===== src/rtl/exec_pkg.sv =====
// Shared encodings for the execute stage: ALU op classes, RISC-V funct fields, FSM states.
package exec_pkg;

  typedef enum logic [1:0] {
    ALUOP_ADD   = 2'b00,
    ALUOP_SUB   = 2'b01,
    ALUOP_FUNCT = 2'b10,
    ALUOP_PASSB = 2'b11
  } aluop_e;

  localparam logic [2:0] F3_ADD  = 3'b000;
  localparam logic [2:0] F3_SLL  = 3'b001;
  localparam logic [2:0] F3_SLT  = 3'b010;
  localparam logic [2:0] F3_SLTU = 3'b011;
  localparam logic [2:0] F3_XOR  = 3'b100;
  localparam logic [2:0] F3_SR   = 3'b101;
  localparam logic [2:0] F3_OR   = 3'b110;
  localparam logic [2:0] F3_AND  = 3'b111;

  localparam logic [6:0] F7_BASE   = 7'b0000000;
  localparam logic [6:0] F7_ALT    = 7'b0100000;
  localparam logic [6:0] F7_MULDIV = 7'b0000001;

  typedef enum logic {
    S_IDLE = 1'b0,
    S_MUL  = 1'b1
  } state_e;

endpackage


===== src/rtl/exec_mul_iter.sv =====
// Iterative shift-add multiplier: one multiplier bit per cycle, XLEN cycles per product.
module exec_mul_iter #(
  parameter int unsigned XLEN = 32
) (
  input  logic            clk_i,
  input  logic            rst_ni,
  input  logic            start_i,
  input  logic [XLEN-1:0] a_i,
  input  logic [XLEN-1:0] b_i,
  output logic            done_o,
  output logic [XLEN-1:0] product_lo_o
);

  localparam int unsigned CW = $clog2(XLEN) + 1;

  logic [XLEN-1:0] acc_q, acc_d;
  logic [XLEN-1:0] mcand_q, mplier_q;
  logic [CW-1:0]   cnt_q;

  // done_o marks the cycle whose edge performs the last step, so the
  // product is exposed with that final partial product already added.
  always_comb begin
    acc_d        = acc_q + (mplier_q[0] ? mcand_q : '0);
    done_o       = (cnt_q == CW'(1));
    product_lo_o = acc_d;
  end

  always_ff @(posedge clk_i or negedge rst_ni) begin
    if (!rst_ni) begin
      acc_q    <= '0;
      mcand_q  <= '0;
      mplier_q <= '0;
      cnt_q    <= '0;
    end else if (start_i) begin
      acc_q    <= '0;
      mcand_q  <= a_i;
      mplier_q <= b_i;
      cnt_q    <= CW'(XLEN);
    end else if (cnt_q != '0) begin
      acc_q    <= acc_d;
      mcand_q  <= mcand_q << 1;
      mplier_q <= mplier_q >> 1;
      cnt_q    <= cnt_q - CW'(1);
    end
  end

endmodule


===== src/rtl/exec_unit_pipe.sv =====
// Handshaked execute stage: register file, RV32I ALU, optional iterative MUL, output register.
module exec_unit_pipe
  import exec_pkg::*;
#(
  parameter int unsigned XLEN   = 32,
  parameter int unsigned NREGS  = 32,
  parameter bit          MUL_EN = 1'b1,
  localparam int unsigned AW    = $clog2(NREGS)
) (
  input  logic            clk,
  input  logic            reset_n,
  input  logic            in_valid,
  output logic            in_ready,
  input  logic            we,
  input  logic [1:0]      alu_op,
  input  logic            alu_src,
  input  logic [XLEN-1:0] imm,
  input  logic [AW-1:0]   rs1,
  input  logic [AW-1:0]   rs2,
  input  logic [AW-1:0]   rd,
  input  logic [2:0]      funct3,
  input  logic [6:0]      funct7,
  output logic            out_valid,
  input  logic            out_ready,
  output logic [XLEN-1:0] alu_result,
  output logic            zero,
  output logic [XLEN-1:0] rd1,
  output logic [XLEN-1:0] rd2,
  output logic [AW-1:0]   out_rd,
  output logic            out_we,
  output logic            illegal,
  output logic            busy
);

  localparam int unsigned SW = $clog2(XLEN);

  state_e          state_q, state_d;
  logic [XLEN-1:0] regs_q [NREGS];
  logic [XLEN-1:0] result_q, result_d;
  logic [XLEN-1:0] rd1_q, rd1_d, rd2_q, rd2_d;
  logic [AW-1:0]   out_rd_q, out_rd_d;
  logic            valid_q, valid_d;
  logic            we_q, we_d;
  logic            illegal_q, illegal_d;

  logic            accept, wb_fire;
  logic [XLEN-1:0] op_a, op_b_reg, op_b, alu_res;
  logic [SW-1:0]   shamt;
  logic            illegal_c, is_mul;
  logic            mul_done;
  logic [XLEN-1:0] mul_prod;

  assign in_ready = (state_q == S_IDLE) && (!valid_q || out_ready);
  assign accept   = in_valid && in_ready;
  assign wb_fire  = valid_q && out_ready && we_q && (out_rd_q != '0);

  // Writeback and accept share an edge, so the retiring result is forwarded.
  always_comb begin
    if (wb_fire && (rs1 == out_rd_q))  op_a = result_q;
    else if (rs1 == '0)                op_a = '0;
    else                               op_a = regs_q[rs1];
    if (wb_fire && (rs2 == out_rd_q))  op_b_reg = result_q;
    else if (rs2 == '0)                op_b_reg = '0;
    else                               op_b_reg = regs_q[rs2];
    op_b  = alu_src ? imm : op_b_reg;
    shamt = op_b[SW-1:0];
  end

  always_comb begin
    alu_res   = '0;
    illegal_c = 1'b0;
    is_mul    = 1'b0;
    case (aluop_e'(alu_op))
      ALUOP_ADD:   alu_res = op_a + op_b;
      ALUOP_SUB:   alu_res = op_a - op_b;
      ALUOP_PASSB: alu_res = op_b;
      ALUOP_FUNCT: begin
        if (funct7 == F7_MULDIV) begin
          if ((funct3 == F3_ADD) && MUL_EN) is_mul    = 1'b1;
          else                              illegal_c = 1'b1;
        end else if ((funct7 != F7_BASE) && (funct7 != F7_ALT)) begin
          illegal_c = 1'b1;
        end else begin
          case (funct3)
            F3_ADD:  alu_res = (funct7[5] && !alu_src) ? op_a - op_b : op_a + op_b;
            F3_SLL:  alu_res = op_a << shamt;
            F3_SLT:  alu_res = XLEN'($signed(op_a) < $signed(op_b));
            F3_SLTU: alu_res = XLEN'(op_a < op_b);
            F3_XOR:  alu_res = op_a ^ op_b;
            F3_SR:   alu_res = funct7[5] ? $unsigned($signed(op_a) >>> shamt) : op_a >> shamt;
            F3_OR:   alu_res = op_a | op_b;
            F3_AND:  alu_res = op_a & op_b;
            default: alu_res = '0;
          endcase
        end
      end
      default: alu_res = '0;
    endcase
  end

  generate
    if (MUL_EN) begin : g_mul
      exec_mul_iter #(.XLEN(XLEN)) u_mul (
        .clk_i        (clk),
        .rst_ni       (reset_n),
        .start_i      (accept && is_mul),
        .a_i          (op_a),
        .b_i          (op_b),
        .done_o       (mul_done),
        .product_lo_o (mul_prod)
      );
    end else begin : g_no_mul
      assign mul_done = 1'b0;
      assign mul_prod = '0;
    end
  endgenerate

  always_comb begin
    state_d   = state_q;
    result_d  = result_q;
    rd1_d     = rd1_q;
    rd2_d     = rd2_q;
    out_rd_d  = out_rd_q;
    valid_d   = valid_q;
    we_d      = we_q;
    illegal_d = illegal_q;
    case (state_q)
      S_MUL: begin
        if (mul_done) begin
          state_d  = S_IDLE;
          result_d = mul_prod;
          valid_d  = 1'b1;
        end
      end
      default: begin
        if (accept) begin
          rd1_d    = op_a;
          rd2_d    = op_b_reg;
          out_rd_d = rd;
          if (is_mul) begin
            state_d   = S_MUL;
            valid_d   = 1'b0;
            result_d  = '0;
            we_d      = we;
            illegal_d = 1'b0;
          end else begin
            valid_d   = 1'b1;
            result_d  = illegal_c ? '0 : alu_res;
            we_d      = we && !illegal_c;
            illegal_d = illegal_c;
          end
        end else if (out_ready) begin
          valid_d = 1'b0;
        end
      end
    endcase
  end

  always_ff @(posedge clk or negedge reset_n) begin
    if (!reset_n) begin
      state_q   <= S_IDLE;
      result_q  <= '0;
      rd1_q     <= '0;
      rd2_q     <= '0;
      out_rd_q  <= '0;
      valid_q   <= 1'b0;
      we_q      <= 1'b0;
      illegal_q <= 1'b0;
    end else begin
      state_q   <= state_d;
      result_q  <= result_d;
      rd1_q     <= rd1_d;
      rd2_q     <= rd2_d;
      out_rd_q  <= out_rd_d;
      valid_q   <= valid_d;
      we_q      <= we_d;
      illegal_q <= illegal_d;
    end
  end

  always_ff @(posedge clk or negedge reset_n) begin
    if (!reset_n) begin
      for (int unsigned i = 0; i < NREGS; i++) regs_q[i] <= '0;
    end else if (wb_fire) begin
      regs_q[out_rd_q] <= result_q;
    end
  end

  assign out_valid  = valid_q;
  assign alu_result = result_q;
  assign zero       = (result_q == '0);
  assign rd1        = rd1_q;
  assign rd2        = rd2_q;
  assign out_rd     = out_rd_q;
  assign out_we     = we_q;
  assign illegal    = illegal_q;
  assign busy       = (state_q == S_MUL);

endmodule

===== config.mk =====
export PLATFORM = sky130hd
export DESIGN_NAME = exec_unit_pipe
export DESIGN_NICKNAME = d
export VERILOG_FILES = /design/src/rtl/exec_pkg.sv /design/src/rtl/exec_mul_iter.sv /design/src/rtl/exec_unit_pipe.sv
export SDC_FILE = /design/constraint.sdc
export NUM_CORES = 2
export LEC_CHECK = 0
export ABC_CLOCK_PERIOD_IN_PS = 6800
export CAP_MARGIN = 40
export CORE_MARGIN = 5
export CORE_UTILIZATION = 25
export CTS_CLUSTER_DIAMETER = 30
export DETAILED_ROUTE_END_ITERATION = 8
export HOLD_SLACK_MARGIN = 0.12
export PLACE_DENSITY_LB_ADDON = 0.2
export SLEW_MARGIN = 20
export SYNTH_ARGS = -nofsm -noshare
export SYNTH_HDL_FRONTEND = slang
export SYNTH_HIERARCHICAL = 1
export SYNTH_SLANG_ARGS = --single-unit

===== constraint.sdc =====
create_clock -name clk -period 6.8 [get_ports clk]
set_input_delay 1.36 -clock clk [delete_from_list [all_inputs] [get_ports clk]]
set_output_delay 1.36 -clock clk [all_outputs]
set_load 0.005 [all_outputs]

-- After elaboration in Yosys (flattened, before gate mapping)
Cells that the tools add are included.
- shifts and indexed selects: 3
- add/subtract/negate cells: 4
- eq/ne operators: 16
- bitwise logic cells: 7
- $lt $le $gt $ge: 6
- multiplexer cells: 52
- reductions and logical operators: 30
- operators by type and width (kind ; count):
    $bwmux W1024 ; 1
    $mux W32 ; 26
    $bmux W32 S5 ; 2
    $pmux W32 S8 ; 1
    $demux W32 S5 ; 1
    $pmux W32 S4 ; 1
    $add A32 B32 Y32 ; 2
    $lt A32 B32 Y1 ; 2
    $and A32 B32 Y32 ; 1
    $logic_not A32 Y1 ; 1
    $or A32 B32 Y32 ; 1
    $shl A32 B5 Y32 ; 1
    $shr A32 B5 Y32 ; 1
    $sshr A32 B5 Y32 ; 1
    $sub A32 B32 Y32 ; 1
    $xor A32 B32 Y32 ; 1
    $ge A6 B6 Y1 const B ; 3
    $mux W1 ; 18
    $not A5 Y6 ; 3
    $eq A3 B3 Y1 const B ; 4
    $logic_and A1 B1 Y1 ; 12
    $mux W6 ; 2
    $eq A5 B5 Y1 ; 2
    $logic_not A5 Y1 ; 2
    21 further kinds ; 28
- output and inout bits: 107
- flip-flop bits (word level): 1231
- word-level logic and storage cells: 162
- bits of input ports: 65

-- Depth between registers and ports, before layout
- depth after elaboration: 17
- depth in mapped cells: 31
- mapped depth without buffers: 22

-- By module
The synthesis kept the hierarchy.
- modules (own cells, without submodules) (module ; instances ; cells each ; seq. area each (µm²) ; area an instance (µm²)):
    exec_unit_pipe ; 1 ; 5868 ; 28252.1 ; 70292.4
    exec_mul_iter ; 1 ; 764 ; 2552.4 ; 6771.5

-- Worst setup path after synthesis
OpenSTA, ideal clock, no wires.
- path kind: input-to-reg
- from: in rs2[0]
- to: reg result_q[29] (netlist: alu_result[29])
- library setup time: 0.119 ns
- cell stages on the path: 31
- data arrival time: 7.046 ns
- required time: 6.681 ns
- buffers on the path: 9
- slack: -0.365 ns
- path through: buf_6 > buf_4 > buf_4 > buf_4 > buf_4 > buf_4 > buf_4 > buf_2 > mux2i_1 > a221oi_1 > nor2_1 > o21ai_0 > nor2_1 > a21oi_1 > a22oi_1 > a21oi_1 > inv_1 > ha_1 > clkbuf_1 > inv_1 > nor4_1 > nand4_1 > a211o_1 > a31oi_1 > nand3_1 > a21oi_1 > o41a_1 > mux2i_1 > a2111oi_0 > o311ai_0 > o21a_1
- word-level cells in the longest chain between the ends: 17
- elaborated cells on any way between the ends: 28
- classes of those cells: 2 x add/sub; 1 x eq/ne; 3 x shift; 16 x mux; 4 x bitwise; 2 x reduce/logical
- RTL lines (element ; RTL line ; text):
    from (decl) ; exec_unit_pipe.sv:19 ; input logic [AW-1:0] rs2,
    $not A5 Y6 (implied by the code) ; exec_unit_pipe.sv:64 ; else op_b_reg = regs_q[rs2];
    $bmux W32 S5 ; exec_unit_pipe.sv:64 ;
    $mux W32 (implied by the code) (2 in series) ; exec_unit_pipe.sv:64 ;
    $mux W32 ; exec_unit_pipe.sv:63 ; else if (rs2 == '0) op_b_reg = '0;
    $mux W32 (*) ; exec_unit_pipe.sv:62 ; if (wb_fire && (rs2 == out_rd_q)) op_b_reg = result_q;
    $mux W32 (*) ; exec_unit_pipe.sv:65 ; op_b = alu_src ? imm : op_b_reg;
    named net op_b[13] ; exec_unit_pipe.sv:47 ; logic [XLEN-1:0] op_a, op_b_reg, op_b, alu_res;
    $add A32 B32 Y32 or $sub A32 B32 Y32 (tied branches) ; exec_unit_pipe.sv:74, exec_unit_pipe.sv:85, exec_unit_pipe.sv:75 ;
    $mux W32 ; exec_unit_pipe.sv:85 ; F3_ADD: alu_res = (funct7[5] && !alu_src) ? op_a - op_b : op_a + op_b;
    $pmux W32 S8 ; exec_unit_pipe.sv:84 ; case (funct3)
    $mux W32 ; exec_unit_pipe.sv:81 ; end else if ((funct7 != F7_BASE) && (funct7 != F7_ALT)) begin
    $mux W32 ; exec_unit_pipe.sv:78 ; if (funct7 == F7_MULDIV) begin
    $pmux W32 S4 (*) ; exec_unit_pipe.sv:73 ; case (aluop_e'(alu_op))
    $mux W32 (*) ; exec_unit_pipe.sv:148 ; result_d = illegal_c ? '0 : alu_res;
    $mux W32 (*) ; exec_unit_pipe.sv:140 ; if (is_mul) begin
    $mux W32 (*) ; exec_unit_pipe.sv:136 ; if (accept) begin
    $mux W32 (*) ; exec_unit_pipe.sv:127 ; case (state_q)
    to (signal assigned) ; exec_unit_pipe.sv:171 ; result_q <= result_d;
    to (decl) ; exec_unit_pipe.sv:39 ; logic [XLEN-1:0] result_q, result_d;
The timed path passes the listed nets; every way through them passes the cells marked *. The select of a mux whose other input is x is not followed.
A chain may end at the register's enable or synchronous reset.

-- Final worst setup path
- from: in rs2[0]
- to: reg result_q[30] (netlist: alu_result[30])
The elaborated chain is that of the path after synthesis.

==> results.py <==
metrics = {
    "finish": {
        "fin_nets": 7661,
        "area_delta_synth_final_pct": 32.3,
        "finalCoreUtilization": 0.333,
        "fin_area_um2": 102000,
        "drive_above_1_share": 0.404,
    },
    "die": {
        "die_y_um": 565,
        "core_um2": 306000,
        "dieArea_um2": 319000,
        "rows": 203,
        "initial_utilization": 0.252,
        "die_w_um": 565,
        "io_pins": 172,
    },
    "sta": {
        "rsz0062_at_grt": "yes",
        "relSlewSlack": 0.212,
        "worst_clock_skew_ns": 0.0887,
        "setup_viol": 0,
        "drv_slew": 0,
        "finalCritPeriodShare": 0.968,
        "fmax_mhz": 152,
        "layout_setup_ws_ns": 0.215,
        "final-hold-violation-count": 0,
        "period_minus_slack_ns": 6.59,
        "worst_slew_pin_slew_ns": 1.18,
    },
    "cts": {
        "cts_tree": "yes",
        "post_cts_buffers": 0,
        "cts_root_buffer": "clkbuf_16",
        "cts_sinks": 1231,
        "path_clk_slew_ns": 0.04,
        "cts_buffers": 347,
        "ctsHtreeMaxLevel": 5,
        "worstSkewPairLatency_ns": 0.89,
        "clock_path_buffers": 4,
    },
    "route": {
        "drtIter0Drc": 6419,
        "vias_per_cell": 5.44,
        "finalWirelength_mm": 382,
        "wl_per_cell_um": 32.2,
        "num_vias": 64400,
        "ant_nets": 0,
        "drt_pass1_iterations": 6,
        "drc": 0,
    },
    "critical_path": {
        "start_kind": "input port",
        "critPathKind": "input port to flip-flop",
        "cp_max_fo": 34,
        "setup.worst_path.start": "rs2[0]",
        "regToRegStartpoint": "out_rd[2]$_DFFE_PN0P_",
        "end_kind": "flip-flop",
        "critPathRequiredTime_ns": 7.54,
        "cp.arrival_ns": 7.32,
    },
    "synth": {
        "synth-compound-area-share": 0.127,
        "synth_edf_count": 0,
        "synth_cells": 6632,
        "muxShareOfSynthArea": 0.327,
        "ys_seq_area_frac": 0.400,
        "syn_area_per_cell_um2": 11.6,
        "ys_types": 125,
        "synth_top_family_by_area": "multiplexers",
        "syn_area_um2": 77100,
        "synthesis.nets": 6830,
        "synthSimpleGateAreaFrac": 0.0667,
        "synthFlopType": "dfrtp_1",
        "yosysTopAreaCellShare": 0.400,
        "synth.yosys.warnings": 6,
        "netlist_top_cells_area": "dfrtp_1, mux2_2, mux4_2",
        "synthAdderAreaFrac": 0.0219,
        "synth_xor_area_frac": 0.0119,
        "ys_async_sr_fraction": 1.00,
        "ys_ff_latch": 1231,
        "yosysTopAreaCell": "dfrtp_1",
    },
    "placement": {
        "dp_slack_ns": -0.778,
        "portBuffers": 171,
        "dpl.hpwl_mm": 270,
        "place_area_um2": 90000,
        "gp_congestion": 1.01,
    },
    "worst_hold_path": {
        "hold_path.class": "flip-flop to flip-flop",
        "hp-start": "regs_q[995]$_DFFE_PN0P_",
    },
    "global_routing": {
        "grt.overflow.total": 0,
        "grt_max_degree": 156,
        "grt_pass1_wl_mm": 532,
        "grt_pass1_vias": 65900,
        "antenna_found_initial": 29,
        "grt_usage": 0.232,
    },
    "power_and_ir_drop": {
        "max-vdd-ir-drop_uv": 191,
        "p_leak_nw": 46.0,
        "p_per_area_nw_per_um2": 356,
    },
    "flow_run": {
        "maxCapViolations": 0,
    },
    "status": {
        "status": "completed",
    },
}
cells in the mapped netlist, drive strengths merged, types with 28 or more instances:
library cell / n
a211o: 29
a21oi: 298
o22ai: 45
o21bai: 30
a21o: 41
clkbuf: 432
a221oi: 151
nand2: 397
mux2: 1026
mux2i: 453
ha: 130
nand3: 73
and2: 51
buf: 215
nor2b: 38
a31oi: 40
inv: 112
o21ai: 293
dfrtp: 1231
nor3: 58
nor2: 328
mux4: 401
o211ai: 77
a211oi: 73
a22oi: 89
nor4: 28
xnor2: 88
and3: 34
layout by cell type (no fill, tap or decap), drive strengths merged, types with 73 or more instances in the layout:
cell type and instances:
nor2 328, clkinv 88, nand2 397, a221oi 151
nand3 73, mux4 401, xnor2 88, inv 120
ha 130, mux2i 453, clkdlybuf4s50 158, mux2 1026
a22oi 89, o211ai 77, a21oi 298, buf 970
clkbuf 467, a211oi 73, dfrtp 1231, o21ai 293
per-layer routing:
metal | vias to the layer above | part of all wire | GRT usage
li1 | 27000 | - | -
met1 | 33900 | 0.43 | 0.311
met2 | 2781 | 0.45 | 0.363
met3 | 781 | 0.068 | 0.0444
met4 | 10 | 0.052 | 0.107
met5 | - | 0.00018 | 0
final cells by class:
class	count	area, um2
timing repair buffer	1129	10500
inverter	119	459
fill	30800	204000
antenna	12	30.0
multi-input combinational	4635	43200
sequential	1231	30800
clock inverter	152	1980
tap	4100	5130
clock buffer	467	9860
worst paths after layout:
| path | endpoint | slack, ns | cells after the start |
|---|---|---|---|
| max | alu_result[30]$_DFFE_PN0P_ | 0.21 | 25 |
| min | regs_q[995]$_DFFE_PN0P_ | 0.39 | 0 |
| max reg2reg | alu_result[30]$_DFFE_PN0P_ | 0.77 | 24 |
| min reg2reg | regs_q[995]$_DFFE_PN0P_ | 0.39 | 0 |
| max in group asynchronous | alu_result[18]$_DFFE_PN0P_ | 4.74 | 2 |
| min in group asynchronous | regs_q[783]$_DFFE_PN0P_ | 0.49 | 1 |
report_power, final:
part | internal, W | total, W | leakage, nW | switching [W]
registers | 0.00854 | 0.00961 | 16.9 | 0.00107
clock network | 0.0116 | 0.0165 | 5.81 | 0.00495
logic | 0.00429 | 0.0102 | 23.3 | 0.00590
metrics by stage:
step / total power, W / cells / setup TNS, ns / hold WS (ns)
finish: 0.0363 / 11800 / 0 / 0.390
global route: 0.0376 / 11800 / -0.0603 / 0.402
CTS: 0.0364 / 11800 / 0 / 0.393
detailed placement: 0.0197 / 11200 / -4.07 / 0.384
global placement: 0.0195 / 11200 / -4.21 / 0.378
floorplan: 0.0144 / 6632 / -0.00603 / 0.441
cells by family after synthesis:
group,Yosys count
buffers and inverters,766
multiplexers,1880
XOR/XNOR,105
AND/OR/NAND/NOR,1116
flip-flops,1231
AO/OA/AOI/OAI,1401
adder cells (fa/ha/maj),133
critical path: stages:
cell       delay, ns
buf_8           0.22
buf_12          0.21
buf_12          0.20
buf_12          0.31
mux2i_1         0.14
a221oi_1        0.43
nor2_1          0.12
o211ai_1        0.66
a32oi_1         0.21
buf_4           0.20
a21oi_1         0.19
inv_1           0.09
ha_1            0.32
or3_1           0.38
a21o_1          0.19
a2111oi_0       0.45
buf_4           0.21
o22a_1          0.14
o41ai_2         0.10
o31ai_1         0.24
buf_4           0.17
xnor2_1         0.12
nor2_1          0.06
a311o_1         0.35
o211ai_1        0.15
state kept, by name, indices dropped and copies added, names as in the netlist:
| signal | cells |
|---|---|
| out_valid | 1 |
| g_mul.u_mul/cnt_q | 6 |
| out_we | 1 |
| alu_result | 32 |
| busy | 1 |
| rd2 | 32 |
| rd1 | 32 |
| g_mul.u_mul/acc_q | 32 |
| g_mul.u_mul/mcand_q | 32 |
| illegal | 1 |
| out_rd | 5 |
| regs_q | 1024 |
| g_mul.u_mul/mplier_q | 32 |
timing repair:
action | in CTS | in global routing
setup endpoints to repair | 0 | 3
gates resized for setup | 0 | 4
hold buffers | 0 | 0
(Power assumes the default switching activity.)
